[src/rtl/dac_ramp_if.sv]
// Handshake bundle between the ramp sequencer and its target source / DAC serializer.
interface dac_ramp_if;
  logic [11:0] tgt_code;
  logic        tgt_valid;
  logic        tgt_ready;
  logic [11:0] step;
  logic [11:0] dac_data;
  logic        dac_valid;
  logic        dac_ready;
  logic        busy;
  logic        at_target;
  logic        clamp_flag;

  modport slave (
    input  tgt_code, tgt_valid, step, dac_ready,
    output tgt_ready, dac_data, dac_valid, busy, at_target, clamp_flag
  );

  modport master (
    output tgt_code, tgt_valid, step, dac_ready,
    input  tgt_ready, dac_data, dac_valid, busy, at_target, clamp_flag
  );
endinterface

[src/rtl/dac_ramp_ctrl.sv]
// Slew-limited DAC setpoint sequencer: clamps targets, steps toward them, offers each code
// over valid/ready; an offer is held stable until accepted, then the block waits INTERVAL cycles.
module dac_ramp_ctrl #(
  parameter logic [11:0] CODE_INIT = 12'd1790,
  parameter logic [11:0] CODE_MIN  = 12'd1310,
  parameter logic [11:0] CODE_MAX  = 12'd1720,
  parameter logic [15:0] INTERVAL  = 16'd5000
) (
  input  logic       clk,
  input  logic       rst,
  dac_ramp_if.slave  bus
);

  typedef enum logic [2:0] {
    S_INIT,
    S_IDLE,
    S_STEP,
    S_ISSUE,
    S_HOLD
  } state_e;

  state_e      state_q, state_d;
  logic [11:0] cur_q, cur_d;
  logic [11:0] tgt_q, tgt_d;
  logic [11:0] dat_q, dat_d;
  logic [15:0] cnt_q, cnt_d;
  logic        vld_q, vld_d;
  logic        at_q, at_d;
  logic        clamp_q, clamp_d;

  logic               hs;
  logic signed [12:0] diff;
  logic [12:0]        diff_abs;
  logic [11:0]        step_eff;
  logic [11:0]        mag;
  logic [11:0]        nxt;

  assign hs = vld_q && bus.dac_ready;

  // 13-bit signed difference keeps the full 0..4095 range without wrapping.
  always_comb begin
    diff     = $signed({1'b0, tgt_q}) - $signed({1'b0, cur_q});
    diff_abs = diff[12] ? 13'(-diff) : 13'(diff);
    step_eff = (bus.step == 12'd0) ? 12'd1 : bus.step;
    mag      = ({1'b0, step_eff} < diff_abs) ? step_eff : diff_abs[11:0];
    nxt      = diff[12] ? (cur_q - mag) : (cur_q + mag);
  end

  always_comb begin
    state_d = state_q;
    cur_d   = cur_q;
    tgt_d   = tgt_q;
    dat_d   = dat_q;
    cnt_d   = cnt_q;
    clamp_d = clamp_q;

    if (bus.tgt_valid) begin
      if (bus.tgt_code > CODE_MAX) begin
        tgt_d   = CODE_MAX;
        clamp_d = 1'b1;
      end else if (bus.tgt_code < CODE_MIN) begin
        tgt_d   = CODE_MIN;
        clamp_d = 1'b1;
      end else begin
        tgt_d   = bus.tgt_code;
        clamp_d = 1'b0;
      end
    end

    case (state_q)
      S_INIT: begin
        if (hs) begin
          cur_d   = CODE_INIT;
          cnt_d   = 16'd0;
          state_d = S_HOLD;
        end
      end
      S_IDLE: begin
        if (tgt_q != cur_q) state_d = S_STEP;
      end
      S_STEP: begin
        // A target rewritten back to cur during IDLE needs no write.
        if (nxt != cur_q) begin
          dat_d   = nxt;
          state_d = S_ISSUE;
        end else begin
          state_d = S_IDLE;
        end
      end
      S_ISSUE: begin
        if (hs) begin
          cur_d   = dat_q;
          cnt_d   = 16'd0;
          state_d = S_HOLD;
        end
      end
      S_HOLD: begin
        if (cnt_q == INTERVAL) state_d = S_IDLE;
        else                   cnt_d   = cnt_q + 16'd1;
      end
      default: state_d = S_INIT;
    endcase

    vld_d = (state_d == S_INIT) || (state_d == S_ISSUE);
    at_d  = (state_q == S_IDLE) && (tgt_q == cur_q);
  end

  always_ff @(posedge clk) begin
    if (rst) begin
      state_q <= S_INIT;
      cur_q   <= CODE_INIT;
      tgt_q   <= CODE_INIT;
      dat_q   <= CODE_INIT;
      cnt_q   <= 16'd0;
      vld_q   <= 1'b0;
      at_q    <= 1'b0;
      clamp_q <= 1'b0;
    end else begin
      state_q <= state_d;
      cur_q   <= cur_d;
      tgt_q   <= tgt_d;
      dat_q   <= dat_d;
      cnt_q   <= cnt_d;
      vld_q   <= vld_d;
      at_q    <= at_d;
      clamp_q <= clamp_d;
    end
  end

  assign bus.tgt_ready  = 1'b1;
  assign bus.dac_data   = dat_q;
  assign bus.dac_valid  = vld_q;
  assign bus.busy       = (state_q != S_IDLE);
  assign bus.at_target  = at_q;
  assign bus.clamp_flag = clamp_q;

endmodule

[src/flat_wrapper.sv]
// flat-port wrapper written by rule: the top's interface ports become plain ports
module dac_ramp_ctrl_flat 
#(
  parameter logic [11:0] CODE_INIT = 12'd1790,
  parameter logic [11:0] CODE_MIN  = 12'd1310,
  parameter logic [11:0] CODE_MAX  = 12'd1720,
  parameter logic [15:0] INTERVAL  = 16'd5000
)
  (clk, rst, bus_tgt_code, bus_tgt_valid, bus_step, bus_dac_ready, bus_tgt_ready, bus_dac_data, bus_dac_valid, bus_busy, bus_at_target, bus_clamp_flag);
  dac_ramp_if bus_i ();
  input  logic clk;
  input  logic rst;
  input wire logic [$bits(bus_i.tgt_code)-1:0] bus_tgt_code;
  input wire logic [$bits(bus_i.tgt_valid)-1:0] bus_tgt_valid;
  input wire logic [$bits(bus_i.step)-1:0] bus_step;
  input wire logic [$bits(bus_i.dac_ready)-1:0] bus_dac_ready;
  output wire logic [$bits(bus_i.tgt_ready)-1:0] bus_tgt_ready;
  output wire logic [$bits(bus_i.dac_data)-1:0] bus_dac_data;
  output wire logic [$bits(bus_i.dac_valid)-1:0] bus_dac_valid;
  output wire logic [$bits(bus_i.busy)-1:0] bus_busy;
  output wire logic [$bits(bus_i.at_target)-1:0] bus_at_target;
  output wire logic [$bits(bus_i.clamp_flag)-1:0] bus_clamp_flag;
  assign bus_i.tgt_code = bus_tgt_code;
  assign bus_i.tgt_valid = bus_tgt_valid;
  assign bus_i.step = bus_step;
  assign bus_i.dac_ready = bus_dac_ready;
  assign bus_tgt_ready = bus_i.tgt_ready;
  assign bus_dac_data = bus_i.dac_data;
  assign bus_dac_valid = bus_i.dac_valid;
  assign bus_busy = bus_i.busy;
  assign bus_at_target = bus_i.at_target;
  assign bus_clamp_flag = bus_i.clamp_flag;
  dac_ramp_ctrl #(.CODE_INIT(CODE_INIT), .CODE_MIN(CODE_MIN), .CODE_MAX(CODE_MAX), .INTERVAL(INTERVAL)) u_core (.clk(clk), .rst(rst), .bus(bus_i));
endmodule
[config.mk]
export PLATFORM = sky130hd
export DESIGN_NAME = dac_ramp_ctrl_flat
export DESIGN_NICKNAME = d
export VERILOG_FILES = /design/src/rtl/dac_ramp_if.sv /design/src/rtl/dac_ramp_ctrl.sv /design/src/flat_wrapper.sv
export SDC_FILE = /design/constraint.sdc
export NUM_CORES = 1
export LEC_CHECK = 0
export CORE_ASPECT_RATIO = 0.5
export CORE_MARGIN = 10
export CORE_UTILIZATION = 51
export CTS_CLUSTER_SIZE = 10
export DETAILED_ROUTE_END_ITERATION = 10
export MAX_ROUTING_LAYER = met4
export PLACE_DENSITY_LB_ADDON = 0.05
export SETUP_SLACK_MARGIN = 0.15
export SYNTH_ARGS = -nofsm -noshare
export SYNTH_HDL_FRONTEND = slang
export SYNTH_SLANG_ARGS = --single-unit
[constraint.sdc]
create_clock -name clk -period 14.55 [get_ports clk]
set_input_delay 3.6375 -clock clk [delete_from_list [all_inputs] [get_ports clk]]
set_output_delay 3.6375 -clock clk [all_outputs]
set_load 0.05 [all_outputs]
### Word-level counts from Yosys, hierarchy flattened

Cells that the tools add are included.

* bits in registers: 58

* add/sub/neg operators: 5
* magnitude comparators: 3
* eq/ne operators: 14
* multiplexer cells: 19
* reduce and logical (&&, ||, !) cells: 12

Operators by type and width (number)
* $mux 12: 7
* $mux 16: 2
* $pmux 16 s2: 1
* $ne 12x12->1: 2
* $pmux 12 s2: 1
* $add 16x1->16 const B: 1
* $eq 16x13->1 const B: 1
* $lt 12x13->1: 1
* $mux 13: 1
* $neg 13->13: 1
* $sub 12x12->13: 1
* $add 12x12->12: 1
* $eq 12x12->1: 1
* $gt 12x11->1 const B: 1
* $logic_not 12->1: 1
* $lt 12x11->1 const B: 1
* $pmux 3 s4: 1
* $sub 12x12->12: 1
* $eq 3x2->1 const B: 3
* $mux 3: 3
* $logic_not 3->1: 2
* $ne 2x1->1 const B: 3
* $reduce_and 3->1: 2
* $reduce_bool 2->1: 2
* 10 further kinds: 12

### Depth between registers and ports, before layout

Gate-level depths: netlist of the first run.

* depth after elaboration: 12
* mapped depth: 38
* mapped depth without buffers: 34

### Worst setup path before layout of the first run

No wires, ideal clock.

* path type: input -> register
* from: in bus_step[1]
* to: reg u_core.dat_q[0], in the netlist u_core.bus.dac_data[0]
* library setup time: 0.121 ns
* arrival time: 9.007 ns
* required time: 14.429 ns
* setup slack: 5.422 ns
* stages: 26
* path through: clkbuf_1 > ha_1 > o21a_1 > o211ai_1 > a211o_1 > a31oi_1 > nor3_1 > a41oi_2 > clkbuf_1 > clkbuf_1 > mux2i_1 > inv_1 > ha_1 > a21oi_1 > fa_1 > a211oi_1 > nor2_1 > o21ai_0 > a21oi_1 > a21o_1 > a21oi_1 > xor2_1 > xnor2_1 > nor3b_1 > a21oi_4 > mux2_4

* word-level cells in the longest chain between the ends: 8
* elaborated cells on any way between the ends: 9
* those cells by class: 2 x add/sub; 1 x order compare; 1 x eq/ne; 3 x mux; 2 x reduce/logical

RTL lines
* start, declared: RTL line flat_wrapper.sv:15 `input wire logic [$bits(bus_i.step)-1:0] bus_step;`
* $logic_not 12->1: RTL line dac_ramp_ctrl.sv:44 `step_eff = (bus.step == 12'd0) ? 12'd1 : bus.step;`
* $mux 12 *: RTL line dac_ramp_ctrl.sv:44
* $lt 12x13->1: RTL line dac_ramp_ctrl.sv:45 `mag = ({1'b0, step_eff} < diff_abs) ? step_eff : diff_abs[11:0];`
* $mux 12 *: RTL line dac_ramp_ctrl.sv:45
* $add 12x12->12 or $sub 12x12->12 (tied branches): RTL line dac_ramp_ctrl.sv:46 `nxt = diff[12] ? (cur_q - mag) : (cur_q + mag);`
* $mux 12 *: RTL line dac_ramp_ctrl.sv:46
* $ne 12x12->1: RTL line dac_ramp_ctrl.sv:83 `if (nxt != cur_q) begin`
* $reduce_and 2->1 (no source line)
* end signal, assigned: RTL line dac_ramp_ctrl.sv:122 `dat_q <= dat_d;`
* end, declared: RTL line dac_ramp_ctrl.sv:25 `logic [11:0] dat_q, dat_d;`

Every way passes the cells marked *; elsewhere a longest branch is shown, timed or not.
A chain may end at the register's enable or synchronous reset.

### Worst setup path in the final report of the first run

* from: in bus_step[3]
* to: reg u_core.dat_q[0], in the netlist u_core.bus.dac_data[0]

The elaborated chain is that of the path after synthesis.

==> metrics.yaml, run 1 <==
cells_and_area:
  n_antenna_cell: 0
  fin_area_sq_um: 5784
  area_delta_synth_final_pct: 14.18
  drive_gt1_share_pct: 5.405
  fillCellCount: 908
  fin_nets: 767
  layout.cells.non_filler: 838
yosys:
  synth-seq-cells: 58
  yosys.cell_types.count: 75
  synthTopCellsByCount: "nor2_1 (78), dfxtp_1 (58), a21oi_1 (57), nand2_1 (53), ha_1 (38)"
  yosys.area.top_type: "dfxtp_1"
  syn_inst: 680
  netlist_top_cells_area: "dfxtp_1 (23%), ha_1 (9.4%), nor2_1 (5.8%)"
  synth_top_flop_cell: "dfxtp_1"
  syn_area_sq_um: 5066
  syn_avg_cell_area_sq_um: 7.450
  synth_edf_count: 0
  synth_most_common_cell: "nor2_1"
  yosysSeqAreaShare_pct: 22.92
  ys_warn_count: 0
  yosysTopAreaCellShare_pct: 22.92
  syn-num-nets: 748
  synthArstFlopShare_pct: 0
clock_network:
  clock_latency_ps: 320
  cts_hold_buf: 0
  clock_path_buffers: 2
  cts_setup_buffers: 0
  cts_resized: 0
  cts_tree: "done"
  clkSinkCount: 58
  cts-buffers-inserted: 9
  cts_root_buffer: "clkbuf_16"
  path_clk_slew_ps: 50
  cts.htree.levels: 3
timing:
  period_share_pct: 65.92
  max_freq_mhz: 104.3
  timing.setup.tns_ps: 0
  relSlewSlack_pct: 33.01
  fin_crit_ps: 9591
  fin_worst_skew_ps: 7.565
  slew_viol_final: 0
  tightest_slew_ps: 1005
  hold_viol: 0
  setup_viol: 0
  rsz0062_at_grt: "false"
worst_setup_path:
  crit_required_ps: 14760
  critical_path_class: "input port to flop"
  crit_arrival_ps: 9800
  cp_slowest_cell: "nor3b_1"
  crit_path_frequent_cell: "a21oi_1"
  cp-end-kind: "flop"
  slowest_delay_ps: 740
  cp_max_fo: 30
  cp_cell_sequence: "clkdlybuf4s50_1 -> or3_1 -> nor3_1 -> a31oi_1 -> a31oi_1 -> nor3_1 -> a41oi_2 -> buf_4 -> mux2i_1 -> inv_1 -> ha_1 -> a21oi_1 -> fa_1 -> a211oi_1 -> nor2_1 -> o21ai_0 -> a21oi_1 -> a21o_1 -> a21oi_1 -> xor2_1 -> xnor2_1 -> nor3b_1 -> a21oi_4 -> mux2_4"
  startpoint_type: "input port"
placement:
  dp_hpwl_um: 10580
  placed_area_sq_um: 5532
  place_congestion: 0.9357
  io_buffers: 43
  dp_cells: 823
global_route:
  grt_pass1_vias: 4333
  grt_use_total_pct: 18.22
  antenna_found_initial: 0
  grt.overflow.total: 0
  grt_pass1_wl_um: 21760
  grt_max_degree: 37
die:
  pin_count: 45
  start_util_pct: 52.93
  core_sq_um: 9572
  die_x_um: 161.0
  die_area_sq_um: 14560
  rows: 25
  die_h_um: 90.48
power_and_ir_drop:
  p_seq_share_pct: 20.6
  intPower_mw: 0.4588
  swShare_pct: 42.77
  ir_worst_vdd_mv: 0.08446
  p_leak_nw: 2.259
  power.density_nw_per_um2: 138.6
  switching_power_mw: 0.3429
  combPwrFrac_pct: 57.1
  p_clk_share_pct: 22.3
detailed_routing:
  maxUsedRoutingLayer: "met4"
  drcViolationCount: 0
  drt-total-wl_um: 13370
  first_iter_violations: 349
  drt-pass1-iter-count: 5
  routed_via_density: 5.699
  met1_length_um: 6756
  post_drt_wl_per_cell_um: 15.95
  wl_met3_um: 751
  num_vias: 4776
  met2WireLength_um: 5739
  ant_nets: 0
run:
  cap_violations: 0
worst_hold_path:
  hp-class: "flop to flop"
status:
  status: "completed"
## layout by cell type, fill, tap and decap left out, drive strengths merged, types with 8 or more instances in the layout
| cell type | count |
|---|---|
| a211oi | 8 |
| a21o | 9 |
| a21oi | 59 |
| a31oi | 11 |
| clkbuf | 11 |
| clkdlybuf4s50 | 43 |
| dfxtp | 58 |
| ha | 38 |
| inv | 35 |
| mux2i | 12 |
| nand2 | 53 |
| nand3 | 27 |
| nand4 | 13 |
| nor2 | 78 |
| nor3 | 22 |
| o21ai | 37 |
| or3 | 16 |
| xnor2 | 34 |
| xor2 | 20 |
## kinds of logic (layout without fill, tap and decap cells)
group / after synthesis / after routing / synth area share [%]
XOR/XNOR: 54 / 54 / 9.484
buffers and inverters: 72 / 95 / 5.532
flip-flops: 58 / 58 / 22.92
AND/OR/NAND/NOR: 264 / 264 / 26.01
AO/OA/AOI/OAI: 177 / 177 / 22.92
adder cells (fa/ha/maj): 40 / 40 / 10.18
other: 1 / 1 / 0.07402
multiplexers: 14 / 14 / 2.890
## flip-flops by register name (all words and copies together), names as in the netlist
signal and cells:
u_core.state_q 3, u_core.cnt_q 16, u_core.bus.at_target 1, u_core.bus.dac_valid 1, u_core.bus.clamp_flag 1, u_core.bus.dac_data 12
u_core.tgt_q 12, u_core.cur_q 12
## worst paths after layout
| path | endpoint | depth (start not counted) | slack (ps) | start |
|---|---|---|---|---|
| worst max-delay path | u_core.bus.dac_data[0] | 24 | 4960 | bus_step[3] |
| worst min-delay path | u_core.tgt_q[10] | 1 | 460 | u_core.tgt_q[10] |
| worst max register to register | u_core.bus.dac_data[0] | 32 | 5790 | u_core.cur_q[5] |
| worst min register to register | u_core.tgt_q[10] | 1 | 460 | u_core.tgt_q[10] |
## layer usage
layer  track usage (%)  vias up
met3             4.641       11
met4             2.937        0
met5                 -        -
li1                  -     2476
met2             26.78      126
met1             24.84     2163
## layout make-up
| class | count | area, sq um | area share, % |
|---|---|---|---|
| inverters | 35 | 131.4 | 2.271 |
| multi-input cells | 550 | 3625 | 62.66 |
| clock buffers | 11 | 232.7 | 4.023 |
| clock inverters | 4 | 20.02 | 0.3461 |
| flip-flops and latches | 58 | 1161 | 20.07 |
| repair buffers | 45 | 445.4 | 7.701 |
| well taps | 135 | 168.9 | 2.920 |
## power groups by stage
stage / registers, mW / logic [mW] / clock network, mW
floorplan: 0.170 / 0.350 / 0
global placement: 0.168 / 0.446 / 0
detailed placement: 0.168 / 0.448 / 0
CTS: 0.165 / 0.452 / 0.183
global route: 0.165 / 0.509 / 0.190
finish: 0.165 / 0.457 / 0.179
## worst max-delay path: cells and delay by family
family / cells / cell delay [ps]
adder cells (fa/ha/maj): 2 / 780
AO/OA/AOI/OAI: 10 / 1890
AND/OR/NAND/NOR: 5 / 1540
multiplexers: 2 / 640
XOR/XNOR: 2 / 450
buffers and inverters: 3 / 860
## through the flow
stage	total power, mW	hold slack, ps	utilization (%)	worst slack [ps]
after CTS	0.8000	465.3	60.43	5066
after global routing	0.8653	503.5	60.43	4510
final	0.8017	461.2	60.43	4959
after detailed placement	0.6163	447.2	57.79	4765
after floorplan	0.5208	421.4	-	5422
after global placement	0.6140	442.1	57.79	4970
No activity file was read; power rests on OpenSTA's default activity.
==> run 2: changes to the inputs <==
==> constraint.sdc (replaced) <==
create_clock -name clk -period 9.8 [get_ports clk]
set_input_delay 2.45 -clock clk [delete_from_list [all_inputs] [get_ports clk]]
set_output_delay 2.45 -clock clk [all_outputs]
set_load 0.05 [all_outputs]
==> run 2 against run 1 <==
Effect of this change: worst setup slack got worse by 3800 ps; register-to-register slack got worse by 4600 ps; non-clock buffer count unchanged; clock skew fell by 1.4 ps; wire length up 4.6%; flip-flop and latch count unchanged; clock power grew 76%; largest cell class unchanged; largest power group unchanged.
==> metrics.yaml, run 2 (synthesis results as in run 1) <==
worst_setup_path:
  slowest_delay_ps: 830  # +90 ps
  cp-end-kind: "flop"
  r2r-start: "u_core.cur_q[5]"
  startpoint_type: "flop"
  critical_path_class: "flop to flop"
  r2r_end: "u_core.bus.dac_data[0]"
  crit_path_frequent_cell: "ha_1"
  crit_arrival_ps: 8840  # -960 ps
  cp_slowest_cell: "a221o_1"
  rr_worst_depth: 30  # -6.3%
  cp_max_fo: 30  # unchanged
  r2r_slack_ps: 1160  # -4630 ps
  crit_required_ps: 10010  # -4750 ps
detailed_routing:
  ant_nets: 0  # unchanged
  first_iter_violations: 291  # -17%
  post_drt_wl_per_cell_um: 16.69  # +4.6%
  drcViolationCount: 0  # unchanged
  drt-total-wl_um: 13990  # +4.6%
  drt-pass1-iter-count: 5  # unchanged
  routed_via_density: 5.808  # +1.9%
  num_vias: 4867  # +1.9%
die:
  die_area_sq_um: 14560  # unchanged
  core_sq_um: 9572  # unchanged
  pin_count: 45  # unchanged
  die_h_um: 90.48  # unchanged
  start_util_pct: 52.93  # unchanged
  rows: 25  # unchanged
  die_x_um: 161.0  # unchanged
clock_network:
  path_clk_slew_ps: 50  # about the same
  cts_root_buffer: "clkbuf_16"
  cts-buffers-inserted: 9  # unchanged
  cts.htree.levels: 3  # unchanged
  cts_tree: "done"
  cts_resized: 0  # unchanged
  clock_path_buffers: 2  # unchanged
  cts_hold_buf: 0  # unchanged
  clkSinkCount: 58  # unchanged
  clock_latency_ps: 320  # about the same
  cts_setup_buffers: 0  # unchanged
worst_hold_path:
  hp-start: "u_core.tgt_q[10]"
  hp-class: "flop to flop"
  min_to: "u_core.tgt_q[10]"
  min_path_cells: 1  # unchanged
cells_and_area:
  regArea_sq_um: 1161  # unchanged
  area_delta_synth_final_pct: 15.21
  final_common_cell: "nor2_1"
  utilization_pct: 60.98  # +0.55 points
  fin_nets: 767  # unchanged
  final_cell_mix: "nor2_1 (78), dfxtp_1 (58), a21oi_1 (57)"
  regMostFlops: "u_core.cnt_q"
  drive_gt1_share_pct: 5.548  # +0.14 points
  multi_input_area_sq_um: 3625  # unchanged
  n_antenna_cell: 0  # unchanged
  largest_reg_flops: 16  # unchanged
  fin_area_sq_um: 5837  # +0.91%
  fillCellCount: 900  # -0.88%
timing:
  max_freq_mhz: 115.8
  tightest_slew_ps: 1031  # +26.30 ps
  relSlewSlack_pct: 31.26  # -1.8 points
  slew_viol_final: 0  # unchanged
  fin_worst_skew_ps: 6.148  # -1.417 ps
  period_share_pct: 88.14
  setup_viol: 0  # unchanged
  rsz0062_at_grt: "false"
  timing.setup.tns_ps: 0  # unchanged
  fin_crit_ps: 8638
  hold_viol: 0  # unchanged
power_and_ir_drop:
  ir_worst_vdd_mv: 0.1127  # +33%
  power.density_nw_per_um2: 214.3  # +55%
  p_leak_nw: 2.282  # +1.0%
global_route:
  grt.overflow.total: 0  # unchanged
  grt_pass1_wl_um: 23040  # +5.9%
  antenna_found_initial: 0  # unchanged
  grt_use_total_pct: 19.24  # +1.0 points
  grt_pass1_vias: 4514  # +4.2%
  grt_max_degree: 37  # unchanged
status:
  status: "completed"
placement:
  dp_hpwl_um: 10920  # +3.2%
  place_congestion: 0.9336  # -0.22%
  placed_area_sq_um: 5532  # unchanged
  io_buffers: 43  # unchanged
run:
  cap_violations: 0  # unchanged
run 2: changes by cell type in the layout (fill, tap and decap cells not counted):
cell,delta
clkbuf_1,-1
clkinv_2,-3
clkbuf_8,+3
bufinv_16,+1
run 2: per-stage QoR:
| step | hold WS, ps | cells | worst slack, ps | power [mW] |
|---|---|---|---|---|
| CTS | 457.0 | 838 | 1254 | 1.247 |
| global route | 481.1 | 838 | 473.4 | 1.339 |
| detailed placement | 439.7 | 823 | 1238 | 0.9240 |
| finish | 458.9 | 838 | 1162 | 1.251 |
| floorplan | 421.4 | 680 | 1860 | 0.7732 |
| global placement | 439.3 | 823 | 1371 | 0.9170 |
run 2: worst max-delay path, delay by kind of cell (launching register included):
family	cells	cell delay [ps]
compound gates	10	2800
xor+xnor	3	720
fa+ha+maj	4	1420
buf+inv	3	570
flops	1	440
mux	2	660
simple gates	8	1880
run 2: worst max path at each step:
stage	depth (start not counted)	from	end
final	30	u_core.cur_q[5]	u_core.bus.dac_data[0]
after global routing	30	u_core.cur_q[5]	u_core.bus.dac_data[0]
after CTS	30	u_core.cur_q[5]	u_core.bus.dac_data[0]
after detailed placement	22	bus_step[3]	u_core.bus.dac_data[0]
after global placement	22	bus_step[3]	u_core.bus.dac_data[0]
after floorplan	26	bus_step[1]	u_core.bus.dac_data[0]
run 2: layout make-up:
cell class | instances | area share [%]
timing repair buffer | 45 | 7.631
clock inverter | 2 | 0.6002
clock buffer | 13 | 4.630
tap | 135 | 2.894
inverter | 35 | 2.251
sequential | 58 | 19.89
multi-input combinational | 550 | 62.10
run 2: where the power goes:
| group | total [mW] | internal [mW] | switching (mW) |
|---|---|---|---|
| Clock | 0.315 | 0.215 | 0.0995 |
| Sequential | 0.245 | 0.241 | 0.00375 |
| Combinational | 0.691 | 0.274 | 0.418 |
| Total | 1.25 | 0.730 | 0.521 |
run 2: layer usage:
| metal | global-route usage, % | share of wire, % | vias to the layer above | wire length [um] |
|---|---|---|---|---|
| met1 | 25.95 | 50 | 2235 | 6951 |
| met3 | 4.095 | 6.3 | 11 | 882 |
| met2 | 29.04 | 43 | 135 | 5982 |
| met4 | 3.539 | 1.2 | 0 | 170 |
| li1 | - | - | 2486 | - |
| met5 | - | 0 | - | 0 |
